==> src/rtl/float_pkg.sv <==
// Shared binary32 constants, FSM encoding and result record for the float
// converter and adder blocks.
package float_pkg;

  localparam int BIAS    = 127;
  localparam int EXP_W   = 8;
  localparam int FRAC_W  = 23;
  localparam int INT_W   = 32;
  localparam int EXP_MAX = 255;

  localparam logic [INT_W-1:0] INT_MAX     = 32'h7FFF_FFFF;
  localparam logic [INT_W-1:0] INT_MIN     = 32'h8000_0000;
  // -2^31 as binary32: the only E==31 value that fits in int32
  localparam logic [31:0]      FLT_INT_MIN = 32'hCF00_0000;

  typedef enum logic [2:0] {
    ST_IDLE,
    ST_UNPACK,
    ST_SHIFT,
    ST_ROUND,
    ST_DONE
  } fsm_state_t;

  typedef struct packed {
    logic [INT_W-1:0] res;
    logic             inv;
    logic             inx;
  } cvt_res_t;

endpackage

==> src/rtl/fp_unpack.sv <==
// Combinational binary32 field splitter with special-value classification.
module fp_unpack
  import float_pkg::*;
(
  input  logic [31:0]        a,
  output logic               sign,
  output logic [EXP_W-1:0]   exp,
  output logic [FRAC_W-1:0]  frac,
  output logic               is_nan,
  output logic               is_inf,
  output logic               is_zero_or_sub,
  output logic signed [EXP_W:0] e_unb
);

  assign sign           = a[31];
  assign exp            = a[30:23];
  assign frac           = a[22:0];
  assign is_nan         = (exp == EXP_W'(EXP_MAX)) && (frac != '0);
  assign is_inf         = (exp == EXP_W'(EXP_MAX)) && (frac == '0);
  assign is_zero_or_sub = (exp == '0);
  assign e_unb          = (EXP_W+1)'($signed({1'b0, exp}) - BIAS);

endmodule

==> src/rtl/float_to_int.sv <==
// Multi-cycle binary32 -> int32 converter, round-to-nearest-even, with a
// start/done handshake and a one-bit-per-cycle alignment shifter.
module float_to_int
  import float_pkg::*;
(
  input  logic             clk,
  input  logic             rst,
  input  logic             start,
  input  logic [31:0]      a,
  output logic             busy,
  output logic             done,
  output logic [INT_W-1:0] result,
  output logic             invalid,
  output logic             inexact
);

  fsm_state_t state, state_nxt;

  logic [31:0]       a_r;
  logic [31:0]       w;
  logic [4:0]        cnt;
  logic              sgn, left, guard, sticky;
  cvt_res_t          res_r;

  logic              u_sign, u_nan, u_inf, u_zs;
  logic [EXP_W-1:0]  u_exp;
  logic [FRAC_W-1:0] u_frac;
  logic signed [8:0] u_e;

  logic              special;
  cvt_res_t          spec_res;
  logic signed [8:0] e_diff;
  logic [4:0]        sh_amt;

  function automatic logic [INT_W-1:0] sat_int(input logic s);
    return s ? INT_MIN : INT_MAX;
  endfunction

  function automatic cvt_res_t round_rne(input logic s, input logic [31:0] wv,
                                         input logic g, input logic st);
    logic [31:0] mag;
    cvt_res_t    r;
    mag   = wv + {31'd0, g & (st | wv[0])};
    r.inx = g | st;
    r.inv = 1'b0;
    if (!s && (mag > INT_MAX)) begin
      r.res = INT_MAX;
      r.inv = 1'b1;
    end else begin
      r.res = s ? (32'd0 - mag) : mag;
    end
    return r;
  endfunction

  fp_unpack u_unpack (
    .a              (a_r),
    .sign           (u_sign),
    .exp            (u_exp),
    .frac           (u_frac),
    .is_nan         (u_nan),
    .is_inf         (u_inf),
    .is_zero_or_sub (u_zs),
    .e_unb          (u_e)
  );

  always_comb begin
    special  = 1'b1;
    spec_res = '0;
    e_diff   = u_e - 9'sd23;
    sh_amt   = 5'(e_diff[8] ? -e_diff : e_diff);
    if (u_nan) begin
      spec_res = '{res: INT_MAX, inv: 1'b1, inx: 1'b0};
    end else if (u_inf) begin
      spec_res = '{res: sat_int(u_sign), inv: 1'b1, inx: 1'b0};
    end else if (u_zs) begin
      spec_res.inx = (u_frac != '0);
    end else if (u_exp < 8'd126) begin
      spec_res.inx = 1'b1;
    end else if (u_e >= 9'sd31) begin
      if (a_r == FLT_INT_MIN) spec_res.res = INT_MIN;
      else spec_res = '{res: sat_int(u_sign), inv: 1'b1, inx: 1'b0};
    end else begin
      special = 1'b0;
    end
  end

  always_comb begin
    state_nxt = state;
    case (state)
      ST_IDLE:   if (start) state_nxt = ST_UNPACK;
      ST_UNPACK: begin
        if (special)            state_nxt = ST_DONE;
        else if (sh_amt == '0)  state_nxt = ST_ROUND;
        else                    state_nxt = ST_SHIFT;
      end
      ST_SHIFT:  if (cnt == 5'd1) state_nxt = ST_ROUND;
      ST_ROUND:  state_nxt = ST_DONE;
      ST_DONE:   state_nxt = ST_IDLE;
      default:   state_nxt = ST_IDLE;
    endcase
  end

  always_ff @(posedge clk) begin
    if (!rst) state <= ST_IDLE;
    else      state <= state_nxt;
  end

  assign busy = (state != ST_IDLE);

  // Working registers: only meaningful along an accepted conversion
  always_ff @(posedge clk) begin
    case (state)
      ST_IDLE: if (start) a_r <= a;
      ST_UNPACK: begin
        w      <= {8'd0, 1'b1, u_frac};
        sgn    <= u_sign;
        left   <= !e_diff[8];
        guard  <= 1'b0;
        sticky <= 1'b0;
        cnt    <= sh_amt;
        res_r  <= spec_res;
      end
      ST_SHIFT: begin
        cnt <= cnt - 5'd1;
        if (left) begin
          w <= {w[30:0], 1'b0};
        end else begin
          w      <= {1'b0, w[31:1]};
          guard  <= w[0];
          sticky <= sticky | guard;
        end
      end
      ST_ROUND: res_r <= round_rne(sgn, w, guard, sticky);
      default: ;
    endcase
  end

  // Outputs change only together with the done pulse
  always_ff @(posedge clk) begin
    if (!rst) begin
      done    <= 1'b0;
      result  <= '0;
      invalid <= 1'b0;
      inexact <= 1'b0;
    end else begin
      done <= (state == ST_DONE);
      if (state == ST_DONE) {result, invalid, inexact} <= res_r;
    end
  end

endmodule

==> config.mk <==
export PLATFORM = sky130hd
export DESIGN_NAME = float_to_int
export DESIGN_NICKNAME = d
export VERILOG_FILES = /design/src/rtl/float_pkg.sv /design/src/rtl/fp_unpack.sv /design/src/rtl/float_to_int.sv
export SDC_FILE = /design/constraint.sdc
export NUM_CORES = 1
export LEC_CHECK = 0
export ABC_AREA = 1
export CORE_ASPECT_RATIO = 1.5
export CORE_MARGIN = 3
export CORE_UTILIZATION = 45
export DETAILED_ROUTE_END_ITERATION = 7
export PLACE_DENSITY = 0.67
export SYNTH_ARGS = -nofsm -noshare
export SYNTH_HDL_FRONTEND = slang
export SYNTH_SLANG_ARGS = --single-unit
export TNS_END_PERCENT = 5
==> constraint.sdc <==
create_clock -name clk -period 4.05 [get_ports clk]
set_clock_uncertainty 0.05 [all_clocks]
set_input_delay 0.81 -clock clk [delete_from_list [all_inputs] [get_ports clk]]
set_output_delay 0.81 -clock clk [all_outputs]
set_load 0.01 [all_outputs]
==> key figures <==
STA
  • Hold slack final: 0.428 ns
  • Final hold viol count: 0
  • Slew Limit Headroom: 0.408
  • RSZ-0062 raised after global routing: no
  • Post-layout minimum cycle time: 2.93 ns
  • Total negative slack: 0 ns
  • Max frequency: 342 MHz
  • Endpoints failing setup: 0
  • Fin crit share: 0.723
  • Measured slew at the worst slew-check pin: 0.883 ns
  • Slew Viols, Final: 0

Worst setup path
  • Worst Setup Path Type: register to register
  • Worst path max stage delay: 0.38 ns
  • RR Endpoint: res_r[33]
  • Worst-case reg-to-reg path depth: 16
  • Critical path cell sequence: nand2_2 > inv_1 > ha_1 > nand2_2 > nor2_8 > nand2_1 > nor2_1 > nand3_1 > nand2_1 > nand4_1 > nor2_1 > nand2_1 > nor2_1 > nand2_1 > nand3_1 > o21ai_1
  • Delay-heaviest family, CP: simple AND/OR/NAND/NOR gates
  • CP Capture Point: res_r[33]
  • CP required: 4.16 ns
  • Buf/Inv on CP: 1
  • CP Launch Type: register
  • Critical register-to-register path startpoint: guard
  • Critical Path AT: 3.03 ns
  • Crit path max fanout: 8
  • Crit end category: register
  • WP depth: 16
  • Crit path launch: guard
  • Slowest cell on the critical path: edfxtp_1
  • Cell mode on critical path: nand2_1
  • Reg-to-reg slack, setup: 1.12 ns

Worst hold path
  • Hold Path Depth: 2
  • HP Class: register to register

Global route
  • Vias in the first global route: 6344
  • Congestion Overflow GR: 0
  • First-pass GRT wire length: 30.6 mm
  • Initial antenna violation count: 0
  • Global-route total usage across every layer: 0.198
  • Largest net degree at the start of global routing: 38

Final layout
  • Antenna cells: 0
  • Multi-input gate area: 0.00356 mm2
  • Register Area: 0.00397 mm2
  • Post-layout util: 0.551
  • Layout cell share with drive strength beyond 1: 0.106
  • Commonest non-fill, non-tap cell in the layout: nand2_1
  • Layout fillers: 1643
  • Fin cells: 1297
  • P&R area growth vs syn: 19.4%
  • Fin nets: 1115
  • Commonest cells after routing, fill and taps aside: nand2_1 (264), nor2_1 (150), edfxtp_1 (107), inv_1 (100), clkdlybuf4s50_1 (70)

Synthesis
  • Netlist cell types: 43
  • Number of synthesized register bits: 145
  • Post-Syn Instances: 996
  • Number of synthesized flops with an enable pin: 107
  • Area contributors post-synth: edfxtp_1 (40%), nand2_1 (12%), dfxtp_1 (9.4%), nor2_1 (7.1%), inv_1 (4.6%)
  • Yosys top cell by area: edfxtp_1
  • Register area share after synthesis: 0.492
  • Yosys top cell area share: 0.398
  • Share of flip-flops with an asynchronous set or reset: 0
  • Syn avg cell area: 8.11 um2
  • Dominant synthesized flop cell: edfxtp_1
  • Mapped cell area: 0.00808 mm2
  • Synth Warn #: 0
  • Syn nets: 1040

Floorplanning
  • Chip Width: 115 um
  • Die height: 170 um
  • IO Pins: 71
  • Core region area: 0.0175 mm2
  • # rows: 59
  • Starting Density: 0.462
  • Area of the die: 0.0196 mm2

Detailed routing
  • # DRC: 0
  • Vias: 6685
  • Drt initial violations: 460
  • Total Wirelength: 18.6 mm
  • WL/cell: 14.4 um
  • Vias/cell: 5.15
  • DRT Pass-1 Iters: 5
  • Antenna Nets Post-Route: 0

Power
  • Sw power: 1.22 mW
  • Power Density: 449 mW/mm2
  • VDD IR max: 0.000230 V
  • Comb pwr share: 0.191
  • Total power: 4.33 mW
  • Sw Ratio: 0.282
  • Reg power frac: 0.444
  • Leak: 3.97 nW
  • Internal: 3.11 mW
  • Clock share of power: 0.365

Clock tree
  • Hold-fix buffers, CTS: 0
  • Clock slew at reported path FFs: 0.06 ns
  • Post-cts repair resize count: 0
  • Worst-Skew Late Latency: 0.42 ns
  • Clock Path Buffers: 2
  • CTS sink count: 145
  • Post-CTS Setup Bufs: 0
  • Root buffer cell: clkbuf_16
  • CTS tree: yes
  • Num CTS Buffers: 17
  • H-tree depth: 4

Placed design
  • Placed Cells: 1265
  • Port buffer count: 70
  • Detailed-placement wirelength estimate: 14.8 mm
  • Placer Congestion: 0.970

Outcome
  • Status: completed

Flow run
  • Max Cap Viol: 0
[worst min path at each step]
stage	start	to
global placement	result[3]	result[3]
CTS	result[27]	result[27]
finish	result[27]	result[27]
detailed placement	result[27]	result[27]
floorplan	res_r[0]	inexact
global route	result[15]	result[15]
[logic make-up after synthesis]
kind of cell | after synthesis | synth area share
AOI/OAI and AO/OA | 136 | 0.107
xor gates and xnor gates | 21 | 0.0237
adders and majority gates | 9 | 0.0139
buffers and inverters | 141 | 0.0677
DFF | 145 | 0.492
and+or+nand+nor | 544 | 0.296
[synth_stat cells, types with 2 or more instances]
cell type	count
nor2_1	152
a31oi_1	2
nand2_2	11
nor2_4	2
o31ai_1	2
o221ai_1	21
nor3_1	9
clkinv_1	4
o211ai_1	5
nand2_1	264
nor2_2	20
o21ai_2	11
edfxtp_1	107
inv_2	10
nand4_1	18
a211oi_1	2
nand3_2	3
xor2_1	13
buf_4	2
buf_1	3
o21ai_1	7
dfxtp_1	38
nand3_4	2
inv_1	100
buf_2	2
nor2_8	3
o21ai_0	62
nand2_4	4
nand3_1	54
clkbuf_1	19
xnor2_1	7
ha_1	9
a21oi_1	12
o22ai_1	7
[through the flow]
stage / setup WS [ns] / cell area [um2]
4_1_cts: 1.12 / 9640
5_1_grt: 0.852 / 9640
3_3_place_gp: 1.16 / 9030
3_5_place_dp: 1.13 / 9030
2_1_floorplan: 0.300 / 8080
6_report: 1.12 / 9640
[state kept, by name, indices dropped and copies added, names as in the netlist]
| signal | count |
|---|---|
| res_r | 34 |
| done | 1 |
| result | 32 |
| invalid | 1 |
| left | 1 |
| a_r | 32 |
| state | 3 |
| inexact | 1 |
| guard | 1 |
| sticky | 1 |
| cnt | 5 |
| w | 32 |
| sgn | 1 |
[layer usage]
layer,GRT usage,wire length (um)
met5,0,0
met4,0.109,820
met3,0.0288,625
met2,0.361,9800
met1,0.216,7390
[area by class of cell]
cell class	instances	share of cell area
Timing Repair Buffer	83	0.0828
Sequential cell	145	0.412
Clock buffer	25	0.0570
Tap cell	213	0.0276
Inverter	114	0.0444
Multi-Input combinational cell	710	0.369
Clock inverter	7	0.00675
[worst min-delay path, stage by stage (launching register included)]
cell	delay, ns
dfxtp_1	0.32
nor2_1	0.05
nor2_1	0.08
[power by group through the flow]
stage	logic, mW	clock network, mW	registers (mW)
after floorplan	0.570	0	1.94
after global placement	0.828	0	1.95
after detailed placement	0.833	0	1.95
after CTS	0.836	1.61	1.92
after global routing	0.940	1.66	1.95
final	0.829	1.58	1.92
(Power assumes the default switching activity.)
